$ cat src/rtl/mux4_arb_pkg.sv
// Shared types and helpers for the 4-requester round-robin mux arbiter.
package mux4_arb_pkg;

  localparam int N_REQ = 4;
  localparam int SEL_W = 2;

  typedef enum logic [1:0] {
    IDLE  = 2'd0,
    GRANT = 2'd1,
    GAP   = 2'd2
  } state_t;

  // Binary select to one-hot grant.
  function automatic logic [N_REQ-1:0] onehot4(input logic [SEL_W-1:0] sel);
    logic [N_REQ-1:0] v;
    v = '0;
    v[sel] = 1'b1;
    return v;
  endfunction

endpackage

$ cat src/rtl/mux4_rr_arbiter_rr_pick4.sv
// Round-robin pick: first set request bit searching ptr, ptr+1, ... mod 4.
// Purely combinational; rotates so ptr lands at bit 0, priority-encodes the
// lowest set bit, then rotates the index back.
module rr_pick4
  import mux4_arb_pkg::*;
(
  input  logic [N_REQ-1:0] req,
  input  logic [SEL_W-1:0] ptr,
  output logic             found,
  output logic [SEL_W-1:0] idx
);

  logic [2*N_REQ-1:0] dbl;
  logic [N_REQ-1:0]   rot;
  logic [SEL_W-1:0]   pos;

  assign dbl   = {req, req} >> ptr;
  assign rot   = dbl[N_REQ-1:0];
  assign found = |req;

  // Lowest set bit of the rotated vector, mapped back to a requester index.
  always_comb begin
    // NOTE: every output of a combinational block gets a default first, so no
    // path leaves it unassigned and no latch is inferred.
    pos = '0;
    for (int i = N_REQ - 1; i >= 0; i--) begin
      if (rot[i]) pos = SEL_W'(i);
    end
    idx = pos + ptr;
  end

endmodule

$ cat src/rtl/mux4_rr_arbiter.sv
// Round-robin owner for the shared 4:1 single-bit mux. Issues a registered
// one-hot grant and the matching mux select, holds the owner while its
// request stays high (bounded by MAX_HOLD), and forces one idle cycle between
// consecutive owners so the mux output never swaps between two live owners.
module mux4_rr_arbiter
  import mux4_arb_pkg::*;
#(
  parameter int MAX_HOLD = 16,
  parameter int CNT_W    = 8
) (
  input  logic             clk,
  input  logic             reset,
  input  logic [N_REQ-1:0] req,
  output logic [N_REQ-1:0] grant,
  output logic [SEL_W-1:0] select,
  output logic             busy,
  output logic             timeout
);

  localparam logic [CNT_W-1:0] HOLD_LIM = CNT_W'(MAX_HOLD);

  state_t           state, state_n;
  logic [SEL_W-1:0] ptr, ptr_n;
  logic [CNT_W-1:0] cnt, cnt_n;
  logic [N_REQ-1:0] grant_n;
  logic [SEL_W-1:0] select_n;
  logic             busy_n;
  logic             timeout_n;

  logic             pick_found;
  logic [SEL_W-1:0] pick_idx;
  logic             owner_req;
  logic             at_limit;

  rr_pick4 u_pick (
    .req   (req),
    .ptr   (ptr),
    .found (pick_found),
    .idx   (pick_idx)
  );

  // select always names the current owner while in GRANT.
  assign owner_req = req[select];
  assign at_limit  = (cnt == HOLD_LIM);

  // Next-state and next-output decode; every output is registered below.
  always_comb begin
    state_n   = state;
    ptr_n     = ptr;
    cnt_n     = cnt;
    grant_n   = grant;
    select_n  = select;
    busy_n    = busy;
    timeout_n = 1'b0;

    unique case (state)
      IDLE, GAP: begin
        if (pick_found) begin
          state_n  = GRANT;
          grant_n  = onehot4(pick_idx);
          select_n = pick_idx;
          busy_n   = 1'b1;
          cnt_n    = CNT_W'(1);
        end else begin
          state_n = IDLE;
          grant_n = '0;
          busy_n  = 1'b0;
        end
      end

      GRANT: begin
        // Hitting the tenure limit wins over a plain release, so a release on
        // the last allowed cycle still reports timeout.
        if (at_limit || !owner_req) begin
          state_n   = GAP;
          grant_n   = '0;
          busy_n    = 1'b0;
          ptr_n     = select + SEL_W'(1);
          timeout_n = at_limit;
        end else begin
          cnt_n = cnt + CNT_W'(1);
        end
      end

      default: begin
        state_n = IDLE;
        grant_n = '0;
        busy_n  = 1'b0;
      end
    endcase
  end

  // State and output registers with asynchronous reset.
  always_ff @(posedge clk or posedge reset) begin
    // NOTE: sequential state uses non-blocking assignments so every register
    // samples pre-edge values regardless of statement order.
    if (reset) begin
      state   <= IDLE;
      ptr     <= '0;
      cnt     <= '0;
      grant   <= '0;
      select  <= '0;
      busy    <= 1'b0;
      timeout <= 1'b0;
    end else begin
      state   <= state_n;
      ptr     <= ptr_n;
      cnt     <= cnt_n;
      grant   <= grant_n;
      select  <= select_n;
      busy    <= busy_n;
      timeout <= timeout_n;
    end
  end

endmodule

$ cat config.mk
export PLATFORM = sky130hd
export DESIGN_NAME = mux4_rr_arbiter
export DESIGN_NICKNAME = d
export VERILOG_FILES = /design/src/rtl/mux4_arb_pkg.sv /design/src/rtl/mux4_rr_arbiter_rr_pick4.sv /design/src/rtl/mux4_rr_arbiter.sv
export SDC_FILE = /design/constraint.sdc
export NUM_CORES = 1
export LEC_CHECK = 0
export BUFFER_PORTS_ARGS = -buffer_cell sky130_fd_sc_hd__clkbuf_2
export CORE_AREA = 2 2 45 88
export DETAILED_ROUTE_END_ITERATION = 8
export DIE_AREA = 0 0 47 90
export GPL_TIMING_DRIVEN = 0
export PLACE_DENSITY = 0.5
export SLEW_MARGIN = 10
export SYNTH_ARGS = -nofsm -noshare
export SYNTH_HDL_FRONTEND = slang
export SYNTH_SLANG_ARGS = --single-unit
$ cat constraint.sdc
create_clock -name clk -period 1.7 [get_ports clk]
set_input_delay 0.425 -clock clk [delete_from_list [all_inputs] [get_ports clk]]
set_output_delay 0.425 -clock clk [all_outputs]
set_load 0.005 [all_outputs]
==> impl_metrics.tcl, run 1 <==
set metrics [dict create \
    outcome "finished, violations left" \
    violations "setup timing" \
    fin_nets 145 \
    final_common_cell "dfrtp_1" \
    drcViolationCount 0 \
    critical_path.slowest_cell "dfrtp_1" \
    wl_met2_mm 1.586 \
    cts.clk_slew.worst_paths_ns 0.07 \
    cts_hold_buf 0 \
    synthFlopType "dfrtp_1" \
    yosysTopAreaCellShare 0.4646 \
    max_stage_delay_ns 0.39 \
    rows 31 \
    grt_max_degree 21 \
    gp_congestion 0.7260 \
    cts.sinks 20 \
    vias 891 \
    fin_crit_ns 1.884 \
    ys_seq_area_frac 0.4646 \
    yosys.area_share.adder 0.03484 \
    fp.dieW_um 47 \
    cp-end-kind "flop" \
    hold_viol_final 0 \
    synthSimpleGateAreaFrac 0.2102 \
    hp-class "in -> async" \
    finalCritPeriodShare 1.108 \
    grt_usage 0.1375 \
    clk_path_buf_depth 2 \
    synth_cells 110 \
    wirelength_mm 2.619 \
    start_kind "flop" \
    drive_gt1_frac 0.3955 \
    fmax_mhz 530.7 \
    power_w 0.002514 \
    grt_pass1_wl_mm 4.257 \
    tightest_slew_ns 0.7915 \
    critical_path_arrival_ns 2.03 \
    ys_types 38 \
    whs_ns 0.2899 \
    synthesis.nets 119 \
    synth_area_leaders "dfrtp_1, nor2_1, ha_1" \
    path_class "reg -> reg" \
    ys_ff_latch 20 \
    slew_headroom 0.4718 \
    wl_met1_um 923 \
    leakagePower_nw 0.6855 \
    syn_avg_cell_area_sq_um 9.793 \
    start_util 0.3019 \
    insertion_delay_ns 0.25 \
    cts_tree "done" \
    drtAntennaViolNets 0 \
    hpwl_mm 1.884 \
    pin_count 14 \
    io_buffer_count 11 \
    antenna_found_initial 0 \
    async_flop_share 1.000 \
    dieArea_sq_um 4230 \
    synth_top_cell_by_area "dfrtp_1" \
    top_layer_used "met4" \
    cp.required_ns 1.84 \
    slew_viol_final 0 \
    drt_first_iter_violations 21 \
    synthMuxAreaShare 0.03136 \
    cap_violations 0 \
    fin_worst_skew_ns 0.001973 \
    cp_cell_sequence "buf_6 > nor4_4 > a21oi_1 > o211ai_1 > ha_2 > xor2_2 > xnor2_2 > mux2_4" \
    worstRegToRegCells 8 \
    synth_area_sq_um 1077 \
    diodes 0 \
    synth_compound_area_frac 0.1638 \
    overflow 0 \
    routedWlPerCell_um 14.31 \
    clock-root-buffer "clkbuf_8" \
    p_per_area_nw_per_um2 1674 \
    dpl_cell_area_sq_um 1259 \
    setup_violations 13 \
    path_max_fanout 8 \
    synthXorXnorAreaFrac 0.04878 \
    synth_top_family_by_area "simple AND/OR/NAND/NOR gates" \
    cts_max_level 1 \
    ir_worst_vdd_mv 0.5970 \
    viasPerCell 4.869 \
    first_global_vias 944 \
    synth_edf_count 0 \
    met3_length_um 56 \
    yosys_warnings 0 \
    rsz0062_at_grt "yes" \
    layout_common_cells "dfrtp_1, nor2_1, clkbuf_2, buf_4, inv_1" \
    drt-pass1-iter-count 4 \
    fp.dieH_um 90 \
    cts_buffers 3 \
    setup_ws_ns -0.1843 \
    post-route-cell-area_sq_um 1501 \
    n_fill_cell 369 \
    core_area_sq_um 3568 \
    area_growth_pct 39.37 \
]
## stage by stage
| step | setup slack [ns] | std cells | util | TNS, ns |
|---|---|---|---|---|
| after detailed placement | -0.5410 | 170 | 0.3527 | -3.906 |
| after CTS | -0.1845 | 181 | 0.3976 | -1.107 |
| after global routing | -0.3143 | 183 | 0.4208 | -2.121 |
| after floorplan | -0.1229 | 110 | - | -0.5527 |
| final | -0.1843 | 183 | 0.4208 | -1.029 |
| after global placement | -0.5488 | 170 | 0.3527 | -3.845 |
## cell usage after synthesis (3+ instances only)
| master | count |
|---|---|
| dfrtp_1 | 20 |
| nor2_1 | 15 |
| inv_1 | 7 |
| nand2_1 | 6 |
| a21oi_1 | 5 |
| nand2b_1 | 4 |
| nand3_1 | 4 |
| nor3_1 | 4 |
| o21ai_0 | 4 |
| xor2_1 | 4 |
| and3_1 | 3 |
| ha_1 | 3 |
## power breakdown
| group | internal (W) | total (W) | switching (W) |
|---|---|---|---|
| logic | 0.000722 | 0.00145 | 0.000723 |
| registers | 0.000624 | 0.000762 | 0.000138 |
| clock network | 0.000158 | 0.000306 | 0.000148 |
## flip-flops by register name (all words and copies together), names as in the netlist
name     flops
grant        4
timeout      1
select       2
state        2
busy         1
cnt          8
ptr          2
## path summary, 6_finish.rpt
path | from | endpoint | slack (ns)
setup / recovery | ptr[0]$_DFFE_PP0P_ | select[1]$_DFFE_PP0P_ | -0.18
hold / removal | reset | busy$_DFFE_PP0P_ | 0.29
setup reg to reg | ptr[0]$_DFFE_PP0P_ | select[1]$_DFFE_PP0P_ | -0.18
hold reg to reg | grant[0]$_DFFE_PP0P_ | grant[0]$_DFFE_PP0P_ | 0.49
max in group asynchronous | reset | cnt[7]$_DFFE_PP0P_ | 0.92
min in group clk | grant[0]$_DFFE_PP0P_ | grant[0]$_DFFE_PP0P_ | 0.49
## routing by layer
metal,GRT usage,vias up
li1,-,437
met1,0.1341,441
met2,0.2568,9
met3,0.02410,4
met4,0.05324,0
met5,0,-
## cells by family (layout without fill, tap and decap cells)
group | after synthesis | after routing
and+or+nand+nor | 44 | 44
AOI/OAI and AO/OA | 24 | 24
DFF | 20 | 20
buffers and inverters | 11 | 35
xor gates and xnor gates | 6 | 6
adders and majority gates | 3 | 3
muxes | 2 | 2
## final cells by class
class / count / area (sq um) / share of cell area
multi-input cells: 79 / 653.1 / 0.4350
flip-flops and latches: 20 / 500.5 / 0.3333
repair buffers: 21 / 153.9 / 0.1025
plain buffers: 4 / 65.06 / 0.04333
well taps: 49 / 61.31 / 0.04083
clock buffers: 3 / 41.29 / 0.02750
inverters: 7 / 26.28 / 0.01750
## timing repair
action / in CTS / in global routing
gates cloned: 1 / 0
endpoints found under the setup margin: 17 / 18
resized for setup: 10 / 16
buffers inserted: 7 / 2
pin swaps: 14 / 7
## worst max-delay path, delay by kind of cell (launching register included)
family / cells / cell delay, ns
compound gates: 2 / 0.19
xor+xnor: 2 / 0.31
fa+ha+maj: 1 / 0.22
buf+inv: 1 / 0.15
flops: 1 / 0.39
mux: 1 / 0.28
simple gates: 1 / 0.23
(Power assumes the default switching activity.)
==> run 2: changes to the inputs <==
--- a/config.mk
+++ b/config.mk
@@ -6,11 +6,14 @@
 export NUM_CORES = 1
 export LEC_CHECK = 0
 export BUFFER_PORTS_ARGS = -buffer_cell sky130_fd_sc_hd__clkbuf_2
+export CELL_PAD_IN_SITES_DETAIL_PLACEMENT = 0
+export CELL_PAD_IN_SITES_GLOBAL_PLACEMENT = 1
 export CORE_AREA = 2 2 45 88
+export CTS_CLUSTER_SIZE = 12
 export DETAILED_ROUTE_END_ITERATION = 8
 export DIE_AREA = 0 0 47 90
 export GPL_TIMING_DRIVEN = 0
-export PLACE_DENSITY = 0.5
+export PLACE_DENSITY = 0.56
 export SLEW_MARGIN = 10
 export SYNTH_ARGS = -nofsm -noshare
 export SYNTH_HDL_FRONTEND = slang
==> run 2 against run 1 <==
Compared with the run above:
- the run still ends with setup timing left
- cell count unchanged
- global-route usage up 0.89 points
- first-iteration DRC count fell by 43%
- die area unchanged
- combinational power about the same
- routed wire length rose by 5.3%
- via count is 1.3% higher
- clock skew shrank 0.0011 ns
- cell area is the same
- critical path depth grew 1
- worst setup slack gained 0.020 ns
- non-clock buffer count is 1 lower
- critical endpoint unchanged
- largest cell class unchanged
==> impl_metrics.tcl, run 2 (same netlist as run 1, synthesis figures left out) <==
set metrics [dict create \
    drtAntennaViolNets 0 \
    cts_buffers 3 \
    fp.dieW_um 47 \
    stdcell_count 183 \
    dieArea_sq_um 4230 \
    cp.required_ns 1.85 \
    top_regs "cnt (8), grant (4)" \
    core_area_sq_um 3568 \
    cts_tree "done" \
    fmax_mhz 536.4 \
    gp_congestion 0.7982 \
    layout_common_cells "dfrtp_1, nor2_1, clkbuf_2, buf_4, inv_1" \
    fp.dieH_um 90 \
    violations "setup timing" \
    pin_count 14 \
    hp-class "in -> async" \
    largest_register_ffs 8 \
    dp_slack_ns -0.4751 \
    hpwl_mm 1.898 \
    r2r_start "ptr[0]$_DFFE_PP0P_" \
    clock-root-buffer "clkbuf_8" \
    setup_ws_ns -0.1643 \
    cts.sinks 20 \
    outcome "finished, violations left" \
    cts_max_level 1 \
    dp.cells 170 \
    worst-r2r-setup-slack_ns -0.16 \
    viasPerCell 4.934 \
    clk_path_buf_depth 2 \
    diodes 0 \
    power_w 0.002576 \
    finalCritPeriodShare 1.097 \
    routedWlPerCell_um 15.07 \
    setup_violations 14 \
    hold_viol_final 0 \
    drcViolationCount 0 \
    fin_worst_skew_ns 0.0008893 \
    drive_gt1_frac 0.4030 \
    p_per_area_nw_per_um2 1716 \
    final_common_cell "dfrtp_1" \
    worstRegToRegCells 8 \
    start_kind "input pin" \
    insertion_delay_ns 0.26 \
    cp-end-kind "flop" \
    io_buffer_count 11 \
    overflow 0 \
    worstReg2RegEnd "select[1]$_DFFE_PP0P_" \
    path_max_fanout 7 \
    wirelength_mm 2.758 \
    drt-pass1-iter-count 4 \
    cts.clk_slew.worst_paths_ns 0.08 \
    leakagePower_nw 0.6861 \
    rsz0062_at_grt "yes" \
    vias 903 \
    first_global_vias 935 \
    grt_pass1_wl_mm 4.498 \
    fin_nets 144 \
    tightest_slew_ns 0.8186 \
    slew_viol_final 0 \
    n_fill_cell 374 \
    cap_violations 0 \
    critical_path_arrival_ns 2.01 \
    grt_max_degree 21 \
    fin_crit_ns 1.864 \
    grt_usage 0.1465 \
    path_class "in -> reg" \
    whs_ns 0.2766 \
    ir_worst_vdd_mv 0.8409 \
    area_growth_pct 39.37 \
    antenna_found_initial 0 \
    rows 31 \
    utilization 0.4208 \
    start_util 0.3019 \
    drt_first_iter_violations 12 \
    slew_headroom 0.4543 \
    top_register "cnt" \
]
[run 2: metrics by stage]
step | setup TNS (ns) | area, sq um
5_1_grt | -2.293 | 1501
3_5_place_dp | -3.892 | 1259
6_report | -1.144 | 1501
3_3_place_gp | -3.771 | 1259
2_1_floorplan | -0.5527 | 1142
4_1_cts | -1.217 | 1436
[run 2: critical path, stage by stage]
cell,delay (ns)
clkbuf_2,0.14
nor2_1,0.32
nor4_4,0.06
a21oi_2,0.14
o211ai_1,0.11
ha_2,0.20
xor2_2,0.15
xnor2_2,0.19
mux2_4,0.28
[run 2: timing repair]
item | 4_1_cts | 5_1_grt
gates resized for setup | 11 | 15
setup buffers | 6 | 2
hold buffers | 0 | 0
setup endpoints to repair | 17 | 18
pin swaps | 13 | 9
gates cloned | 1 | 0
[run 2: final cells by class]
cell class,count,area (sq um),share of cell area
Buffer,4,65.06,0.04333
Clock buffer,4,55.05,0.03667
Inverter,7,26.28,0.01750
Multi-Input combinational cell,79,645.6,0.4300
Sequential cell,20,501.7,0.3342
Tap cell,49,61.31,0.04083
Timing Repair Buffer,20,146.4,0.09750
[run 2: worst max path at each step]
stage                       start                    end  cells past startpoint
6_report                   req[1]  select[1]$_DFFE_PP0P_                      9
5_1_grt        ptr[0]$_DFFE_PP0P_   grant[3]$_DFFE_PP0P_                      8
4_1_cts        ptr[0]$_DFFE_PP0P_  select[1]$_DFFE_PP0P_                      8
3_5_place_dp               req[1]   grant[3]$_DFFE_PP0P_                      9
3_3_place_gp               req[1]   grant[3]$_DFFE_PP0P_                      9
2_1_floorplan              req[0]  select[1]$_DFFE_PP0P_                      8
[run 2: routing by layer]
layer | wire [um] | vias up | GRT usage
met5 | 0 | - | 0
met1 | 1052 | 454 | 0.1568
met4 | 55 | 0 | 0.07176
met3 | 42 | 4 | 0.01807
met2 | 1607 | 8 | 0.2580
li1 | - | 437 | -
[run 2: power breakdown]
group	total (W)	switching [W]	leakage, nW	internal (W)
Clock	0.000373	0.000167	0.0288	0.000206
Sequential	0.000782	0.000157	0.254	0.000625
Combinational	0.00142	0.000708	0.404	0.000712
Total	0.00258	0.00103	0.686	0.00154
==> run 3: changes to the inputs <==
--- a/config.mk
+++ b/config.mk
@@ -5,7 +5,7 @@
 export SDC_FILE = /design/constraint.sdc
 export NUM_CORES = 1
 export LEC_CHECK = 0
-export BUFFER_PORTS_ARGS = -buffer_cell sky130_fd_sc_hd__clkbuf_2
+export BUFFER_PORTS_ARGS = -buffer_cell sky130_fd_sc_hd__buf_2
 export CELL_PAD_IN_SITES_DETAIL_PLACEMENT = 0
 export CELL_PAD_IN_SITES_GLOBAL_PLACEMENT = 1
 export CORE_AREA = 2 2 45 88
==> run 3 against run 2 <==
Compared with the run above:
- the run still ends with setup timing left
- worst setup slack got worse by 0.042 ns
- non-clock buffer count increased by 1
- combinational power decreased by 3%
- cell area increased by 1.1%
- cell count increased by 0.55%
==> impl_metrics.tcl, run 3 (same netlist as run 1, synthesis figures left out) <==
set metrics [dict create \
    outcome "finished, violations left" \
    first_global_vias 954 \
    cts_hold_buf 0 \
    vias 892 \
    max_stage_delay_ns 0.27 \
    diodes 0 \
    rsz0062_at_grt "yes" \
    fin_nets 145 \
    r2r_start "ptr[0]$_DFFE_PP0P_" \
    post-route-cell-area_sq_um 1518 \
    clk_path_buf_depth 2 \
    hpwl_mm 1.862 \
    pin_count 14 \
    routedWlPerCell_um 15.10 \
    critical_path.slowest_cell "nor2_1" \
    dieArea_sq_um 4230 \
    dp.cells 170 \
    cp_num_cells 9 \
    grt_max_degree 21 \
    wirelength_mm 2.778 \
    crit_family "compound AO/OA/AOI/OAI gates" \
    io_buffer_count 11 \
    seqCellArea_sq_um 500.5 \
    area_growth_pct 40.88 \
    slew_headroom 0.4657 \
    core_area_sq_um 3568 \
    setup_violations 17 \
    drtAntennaViolNets 0 \
    dp_slack_ns -0.4794 \
    finalCritPeriodShare 1.122 \
    hold_viol_final 0 \
    cts.sinks 20 \
    violations "setup timing" \
    cap_violations 0 \
    largest_register_ffs 8 \
    cts_tree "done" \
    fp.dieW_um 47 \
    setup_ws_ns -0.2067 \
    hp-class "in -> async" \
    fin_crit_ns 1.907 \
    cts_buffers 3 \
    cp-end-kind "flop" \
    drt-pass1-iter-count 4 \
    ir_worst_vdd_mv 0.8039 \
    path_class "in -> reg" \
    start_util 0.3019 \
    power_w 0.002642 \
    cts_max_level 1 \
    top_regs "cnt (8), grant (4)" \
    worstRegToRegCells 8 \
    grt_usage 0.1516 \
    stdcell_count 184 \
    n_fill_cell 370 \
    cp_num_buf_inv 1 \
    critical_path_arrival_ns 2.06 \
    slew_viol_final 0 \
    cp_cell_sequence "buf_2 > nor2_1 > nor4_2 > a21oi_1 > o211ai_1 > ha_2 > xor2_2 > xnor2_2 > a32o_1" \
    multi_input_area_sq_um 639.4 \
    top_register "cnt" \
    cp.required_ns 1.86 \
    clock-root-buffer "clkbuf_8" \
    viasPerCell 4.848 \
    overflow 0 \
    drcViolationCount 0 \
    path_max_fanout 7 \
    dpl_cell_area_sq_um 1259 \
    gp_congestion 0.7777 \
    drt_first_iter_violations 15 \
    p_per_area_nw_per_um2 1741 \
    worstReg2RegEnd "grant[3]$_DFFE_PP0P_" \
    rows 31 \
    leakagePower_nw 0.7034 \
    worst-r2r-setup-slack_ns -0.18 \
    fp.dieH_um 90 \
    tightest_slew_ns 0.8006 \
    final_common_cell "dfrtp_1" \
    drive_gt1_frac 0.4000 \
    start_kind "input pin" \
    grt_pass1_wl_mm 4.692 \
    crit_end "grant[3]$_DFFE_PP0P_" \
    insertion_delay_ns 0.26 \
    crit_start "req[1]" \
    cts.clk_slew.worst_paths_ns 0.08 \
    layout_common_cells "dfrtp_1, nor2_1, buf_2, buf_4, inv_1" \
    fmax_mhz 524.5 \
    fin_worst_skew_ns 0.002202 \
    antenna_found_initial 0 \
]
[run 3: changes by cell type in the layout (fill, tap and decap cells not counted), sizes merged]
cell | previous run | this run
buf | 11 | 23
bufinv | 0 | 1
clkbuf | 17 | 5
[run 3: how the worst min path moves through the flow]
| stage | start | end | slack, ns |
|---|---|---|---|
| final | reset | busy$_DFFE_PP0P_ | 0.30 |
| after global routing | reset | busy$_DFFE_PP0P_ | 0.36 |
| after CTS | reset | busy$_DFFE_PP0P_ | 0.34 |
| after detailed placement | busy$_DFFE_PP0P_ | busy$_DFFE_PP0P_ | 0.48 |
| after global placement | busy$_DFFE_PP0P_ | busy$_DFFE_PP0P_ | 0.46 |
| after floorplan | reset | busy$_DFFE_PP0P_ | 0.39 |
[run 3: worst reg2reg max path: stages, from the launching register on]
cell      delay [ns]
dfrtp_1         0.39
buf_6           0.14
nor4_2          0.23
a21oi_1         0.10
o211ai_1        0.11
ha_2            0.22
xor2_2          0.18
xnor2_2         0.13
a32o_1          0.27
[run 3: final cells by class]
| type | instances | area share |
|---|---|---|
| Clock buffer | 3 | 0.02721 |
| Buffer | 4 | 0.04287 |
| Clock inverter | 1 | 0.01979 |
| Tap cell | 49 | 0.04040 |
| Timing Repair Buffer | 21 | 0.1014 |
| Sequential cell | 20 | 0.3298 |
| Inverter | 7 | 0.01731 |
| Multi-Input combinational cell | 79 | 0.4213 |
[run 3: what timing repair did]
| item | 4_1_cts | 5_1_grt |
|---|---|---|
| gates cloned | 1 | 0 |
| resized for setup | 9 | 15 |
| hold endpoints to repair | 0 | 0 |
| setup buffers | 8 | 1 |
| pin swaps | 12 | 12 |
| endpoints found under the setup margin | 17 | 18 |
[run 3: layer usage]
| metal | part of all wire | vias up | GRT usage |
|---|---|---|---|
| met5 | 0 | - | 0 |
| met3 | 0.022 | 4 | 0.01807 |
| met2 | 0.57 | 11 | 0.2557 |
| met4 | 0.019 | 0 | 0.06944 |
| met1 | 0.39 | 440 | 0.1782 |
| li1 | - | 437 | - |
[run 3: stage by stage]
step | utilization | hold WS (ns) | setup TNS (ns)
3_5_place_dp | 0.3527 | 0.4753 | -3.878
3_3_place_gp | 0.3527 | 0.4613 | -3.656
5_1_grt | 0.4253 | 0.3625 | -2.517
2_1_floorplan | - | 0.3888 | -0.5527
6_report | 0.4253 | 0.3028 | -1.509
4_1_cts | 0.4078 | 0.3351 | -1.235
[run 3: report_power, final]
part,internal [W],total (W),switching [W]
logic,0.000693,0.00138,0.000685
registers,0.000623,0.000776,0.000152
clock network,0.000314,0.000488,0.000173
total,0.00163,0.00264,0.00101
